--- src/rtl/fb_port_arbiter.sv ---
// rtl/fb_port_arbiter.sv - frame-buffer port arbiter: camera write FIFO sharing one BRAM port with VGA reads
module fb_port_arbiter #(
  parameter int NPIX       = 307200,
  parameter int ADDR_W     = 19,
  parameter int DATA_W     = 12,
  parameter int FIFO_DEPTH = 8
) (
  input  logic              i_clk25m,
  input  logic              i_rst_clk25m,
  input  logic              i_cam_sof,
  input  logic              i_cam_valid,
  input  logic [DATA_W-1:0] i_cam_data,
  input  logic              i_rd_en,
  input  logic [ADDR_W-1:0] i_rd_addr,
  output logic [DATA_W-1:0] o_rd_data,
  output logic              o_rd_valid,
  output logic              o_bram_en,
  output logic              o_bram_we,
  output logic [ADDR_W-1:0] o_bram_addr,
  output logic [DATA_W-1:0] o_bram_wdata,
  input  logic [DATA_W-1:0] i_bram_rdata,
  output logic              o_frame_done,
  output logic              o_overflow,
  output logic [7:0]        o_drop_cnt
);

  localparam int PTR_W = $clog2(FIFO_DEPTH);
  localparam int ENT_W = ADDR_W + DATA_W;

  typedef enum logic [1:0] {
    WAIT_SOF = 2'd0,
    CAPTURE  = 2'd1,
    DROP     = 2'd2
  } state_t;

  state_t            r_state;
  logic [ADDR_W-1:0] r_pix_cnt;
  logic [ENT_W-1:0]  r_mem [FIFO_DEPTH];
  logic [PTR_W-1:0]  r_wr_ptr;
  logic [PTR_W-1:0]  r_rd_ptr;
  logic [PTR_W:0]    r_count;
  logic              r_rd_pend;

  logic              w_full;
  logic              w_empty;
  logic              w_cap;
  logic              w_push;
  logic              w_drop;
  logic              w_pop;
  logic              w_done;
  logic [ADDR_W-1:0] w_push_addr;
  logic [1:0]        w_drop_inc;
  logic [8:0]        w_drop_sum;
  logic [ENT_W-1:0]  w_head;

  // Fullness uses the count at the start of the cycle; a same-cycle pop never frees room.
  assign w_full      = (r_count == (PTR_W+1)'(FIFO_DEPTH));
  assign w_empty     = (r_count == '0);
  assign w_cap       = (r_state == CAPTURE) && i_cam_valid;
  assign w_push      = w_cap && !w_full;
  assign w_drop      = w_cap && w_full;
  assign w_push_addr = i_cam_sof ? '0 : r_pix_cnt;
  assign w_done      = w_push && (w_push_addr == ADDR_W'(NPIX - 1));
  assign w_pop       = !i_rd_en && !w_empty;

  // An SOF mid-frame aborts the old frame; a full FIFO in the same cycle also aborts the new one.
  assign w_drop_inc  = {1'b0, (r_state == CAPTURE) && i_cam_sof} + {1'b0, w_drop};
  assign w_drop_sum  = {1'b0, o_drop_cnt} + {7'b0, w_drop_inc};

  assign w_head       = r_mem[r_rd_ptr];
  assign o_bram_en    = i_rd_en || !w_empty;
  assign o_bram_we    = w_pop;
  assign o_bram_addr  = i_rd_en ? i_rd_addr : w_head[ENT_W-1:DATA_W];
  assign o_bram_wdata = w_head[DATA_W-1:0];

  always_ff @(posedge i_clk25m) begin
    if (i_rst_clk25m) begin
      r_state      <= WAIT_SOF;
      r_pix_cnt    <= '0;
      o_frame_done <= 1'b0;
      o_overflow   <= 1'b0;
      o_drop_cnt   <= '0;
    end else begin
      o_frame_done <= w_done;
      if (w_drop) begin
        o_overflow <= 1'b1;
      end
      o_drop_cnt <= (w_drop_sum > 9'd255) ? 8'hFF : w_drop_sum[7:0];
      case (r_state)
        WAIT_SOF, DROP: begin
          if (i_cam_sof) begin
            r_state   <= CAPTURE;
            r_pix_cnt <= '0;
          end
        end
        CAPTURE: begin
          if (w_drop) begin
            r_state <= DROP;
          end else if (w_done) begin
            r_state   <= WAIT_SOF;
            r_pix_cnt <= '0;
          end else if (w_push) begin
            r_pix_cnt <= w_push_addr + ADDR_W'(1);
          end else if (i_cam_sof) begin
            r_pix_cnt <= '0;
          end
        end
        default: begin
          r_state   <= WAIT_SOF;
          r_pix_cnt <= '0;
        end
      endcase
    end
  end

  // Storage is cleared on reset so the idle BRAM address/data outputs read as zero.
  always_ff @(posedge i_clk25m) begin
    if (i_rst_clk25m) begin
      for (int i = 0; i < FIFO_DEPTH; i++) begin
        r_mem[i] <= '0;
      end
      r_wr_ptr <= '0;
      r_rd_ptr <= '0;
      r_count  <= '0;
    end else begin
      if (w_push) begin
        r_mem[r_wr_ptr] <= {w_push_addr, i_cam_data};
        r_wr_ptr        <= r_wr_ptr + PTR_W'(1);
      end
      if (w_pop) begin
        r_rd_ptr <= r_rd_ptr + PTR_W'(1);
      end
      case ({w_push, w_pop})
        2'b10:   r_count <= r_count + (PTR_W+1)'(1);
        2'b01:   r_count <= r_count - (PTR_W+1)'(1);
        default: r_count <= r_count;
      endcase
    end
  end

  always_ff @(posedge i_clk25m) begin
    if (i_rst_clk25m) begin
      r_rd_pend  <= 1'b0;
      o_rd_valid <= 1'b0;
      o_rd_data  <= '0;
    end else begin
      r_rd_pend  <= i_rd_en;
      o_rd_valid <= r_rd_pend;
      if (r_rd_pend) begin
        o_rd_data <= i_bram_rdata;
      end
    end
  end

endmodule
--- config.mk ---
export PLATFORM = sky130hd
export DESIGN_NAME = fb_port_arbiter
export DESIGN_NICKNAME = d
export VERILOG_FILES = /design/src/rtl/fb_port_arbiter.sv
export SDC_FILE = /design/constraint.sdc
export NUM_CORES = 1
export LEC_CHECK = 0
export ABC_AREA = 1
export CAP_MARGIN = 25
export CORE_MARGIN = 3
export CORE_UTILIZATION = 55
export CTS_CLUSTER_DIAMETER = 80
export CTS_CLUSTER_SIZE = 16
export DETAILED_ROUTE_END_ITERATION = 7
export GPL_ROUTABILITY_DRIVEN = 0
export GPL_TIMING_DRIVEN = 0
export PLACE_DENSITY_LB_ADDON = 0.05
export SLEW_MARGIN = 5
export SYNTH_ARGS = -nofsm -noshare
export SYNTH_HDL_FRONTEND = slang
export SYNTH_SLANG_ARGS = --single-unit
--- constraint.sdc ---
create_clock -name i_clk25m -period 5.8 [get_ports i_clk25m]
set_input_delay 1.16 -clock i_clk25m [delete_from_list [all_inputs] [get_ports i_clk25m]]
set_output_delay 1.16 -clock i_clk25m [all_outputs]
set_load 0.05 [all_outputs]
==> metrics.txt <==
outcome=completed; skew final=0.0213 ns; ys flop type=edfxtp_1; Post-route DRC=0; Max Root-Sink Buffers=3; Worst Path Class, Setup=in2out; Worst-path clk slew=0.07 ns; Yosys top cell area share=0.538; vias post-DR=11400; Syn Nets=1522; Synth async-reset ratio=0; gr ovfl total=0; die area=27100 µm²; crit path capture type=output port; Final Setup Violations=0; largest net degree at the start of global routing=32; Hold Buf Count CTS=0; #FFs+latches synth=306; Slew @ Worst Pin=0.941 ns; Worst slew margin=0.370; ANT nets after route=0; Arr. time, crit path=4.06 ns; Tcrit/Tclk final=0.900; cell area after synthesis=13900 µm²; max cap viols=0; Total Routing Usage GR=0.302; clk sinks=306; width of the die=165 µm; vias in the first global route=11000; Worst Hold Depth=2; maximum clock rate=192 MHz; Iter 0 DRT Violations=1259; row count=57; WL final=40800 µm; Post-synth EDFFs=248; initial antenna violation count=0; Placed Instance Area=15400 µm²; CTS resizes=0; worst reg2reg path depth=5; Ports=104; root buffer cell=clkbuf_16; Clk Latency, worst-skew pair=0.53 ns; layout cell share with drive strength beyond 1=0.0479; post-synthesis cell count=1465; Hold/Removal Path Class=reg2reg; ratio of total power to cell area=370 nW/µm²; Crit-path slowest cell=clkdlybuf4s50_1; CTS tree=yes; H-tree depth=1; Max VDD drop=277 µV; crit-path max FO=10; Synth cell types=35; post-route cell area=16100 µm²; CP Launch Type=input pin; Wirelength per Cell=21.1 µm; CP cell instances=clkdlybuf4s50_1 -> clkbuf_1 -> clkbuf_1 -> nand2_1 -> nand2_1 -> clkdlybuf4s50_1; dominant cell type by area after synthesis=edfxtp_1; post-route setup TNS=0 ns; Port Buf Inserts=102; post-DP HPWL=27200 µm; Critical Path RT=4.64 ns; die height=165 µm; fin. max-slew vios=0; Yosys warning count=0; Syn Area/Cell=9.46 µm²; Synth area leaders=edfxtp_1 54%, nor2_1 13%, dfxtp_1 8.4%; Util after Layout=0.655; part of the Yosys area used for sequential elements=0.621; Final Hold Vio Count=0; via-per-instance ratio=5.92; total core area=24500 µm²; first-pass GRT wire length=61600 µm; RSZ-0062 raised after global routing=no; Antenna diodes=0; initial core utilization=0.565; max incr delay on CP=0.80 ns; Final Total Pwr=5.95 mW; Pleak=5.78 nW; Post-CTS Setup Repair Bufs=0; CTS buffer count=23; Nets=1656; area grow syn2layout=16.0%; First-pass DRT Iterations=7; final worst path period need=5.22 ns
==> sequential cells by signal, summed over array words and instances (netlist names), named ones only <==
register and flops:
r_rd_ptr 3, o_overflow 1, r_count 4, r_state 2, r_wr_ptr 3, r_rd_pend 1
o_rd_data 12, o_drop_cnt 8, r_pix_cnt 19, r_mem 248, o_rd_valid 1, o_frame_done 1
==> path summary, 6_finish.rpt <==
path / from / endpoint / slack, ns
hold / removal: r_rd_ptr[2]$_SDFFE_PP0P_ / r_rd_ptr[2]$_SDFFE_PP0P_ / 0.47
setup / recovery: i_rd_en / o_bram_addr[10] / 0.58
setup reg to reg: r_state[0]$_SDFFE_PP0P_ / r_mem[6][10]$_SDFFCE_PN0P_ / 2.74
hold reg to reg: r_rd_ptr[2]$_SDFFE_PP0P_ / r_rd_ptr[2]$_SDFFE_PP0P_ / 0.47
==> power by group <==
| group | total [mW] | internal, mW | switching (mW) |
|---|---|---|---|
| logic | 1.97 | 0.573 | 1.40 |
| registers | 2.51 | 2.47 | 0.0448 |
| clock network | 1.46 | 0.730 | 0.732 |
| total | 5.95 | 3.77 | 2.18 |
==> per-stage QoR <==
step	setup slack [ns]	instances	hold WS, ns
floorplan	2.19	1465	0.433
global placement	0.527	1891	0.453
detailed placement	0.522	1898	0.453
CTS	0.513	1930	0.465
global route	0.392	1930	0.482
finish	0.583	1930	0.467
==> synthesized netlist by cell type, types with 7 or more instances <==
cell      instances
o221ai_1         34
clkbuf_1         67
edfxtp_1        248
ha_1              7
nand3_1          53
clkinv_1          9
o21ai_0         170
inv_1            67
a31oi_1          14
nand2_1         105
dfxtp_1          58
nor2_1          485
o22ai_1          16
buf_2            25
nand4_1          12
a21oi_1          57
==> cell type report <==
class	count	area, µm²
repair buffers	109	1170
plain buffers	98	430
fillers	2039	8470
clock buffers	31	606
well taps	324	405
multi-input cells	984	4540
clock inverters	1	16.3
inverters	77	289
flip-flops and latches	306	8610
==> cells in the final DEF (no fill, tap or decap), types with 2 or more instances in the layout <==
| master | synthesis | final |
|---|---|---|
| nor2_2 | 3 | 3 |
| clkbuf_8 | 2 | 2 |
| nand3_1 | 53 | 53 |
| nand2_1 | 105 | 97 |
| fa_1 | 2 | 2 |
| buf_12 | 0 | 6 |
| clkdlybuf4s50_1 | 0 | 102 |
| inv_1 | 67 | 67 |
| edfxtp_1 | 248 | 248 |
| ha_1 | 7 | 7 |
| nor3_1 | 5 | 5 |
| o221ai_1 | 34 | 34 |
| o21ai_0 | 170 | 170 |
| clkbuf_1 | 67 | 75 |
| clkinv_1 | 9 | 9 |
| buf_2 | 25 | 25 |
| nand2_2 | 1 | 9 |
| xor2_1 | 6 | 6 |
| o22ai_1 | 16 | 16 |
| xnor2_1 | 3 | 3 |
| nand4_1 | 12 | 12 |
| o211ai_1 | 4 | 4 |
| a31oi_1 | 14 | 14 |
| dfxtp_1 | 58 | 58 |
| nor2_1 | 485 | 485 |
| clkbuf_16 | 0 | 23 |
| a21oi_1 | 57 | 57 |
| buf_1 | 2 | 2 |
==> routing by layer <==
layer / vias to the layer above / wire, µm / track usage
li1: 5268 / - / -
met1: 5382 / 15800 / 0.404
met2: 659 / 19100 / 0.493
met3: 119 / 4390 / 0.0587
met4: 0 / 1490 / 0.111
met5: - / 0 / 0
==> logic make-up (layout without fill, tap and decap cells) <==
| family | after synthesis | in the layout | share of synthesized area |
|---|---|---|---|
| simple gates | 669 | 669 | 0.191 |
| xor+xnor | 9 | 9 | 0.00569 |
| compound gates | 297 | 297 | 0.120 |
| flops | 306 | 306 | 0.621 |
| buf+inv | 175 | 316 | 0.0519 |
| fa+ha+maj | 9 | 9 | 0.00921 |
==> critical path, delay by kind of cell <==
kind / cells / cell delay [ns]
buffers and inverters: 4 / 2.67
and+or+nand+nor: 2 / 0.21
Note: power is estimated with default switching activity, not from simulation.
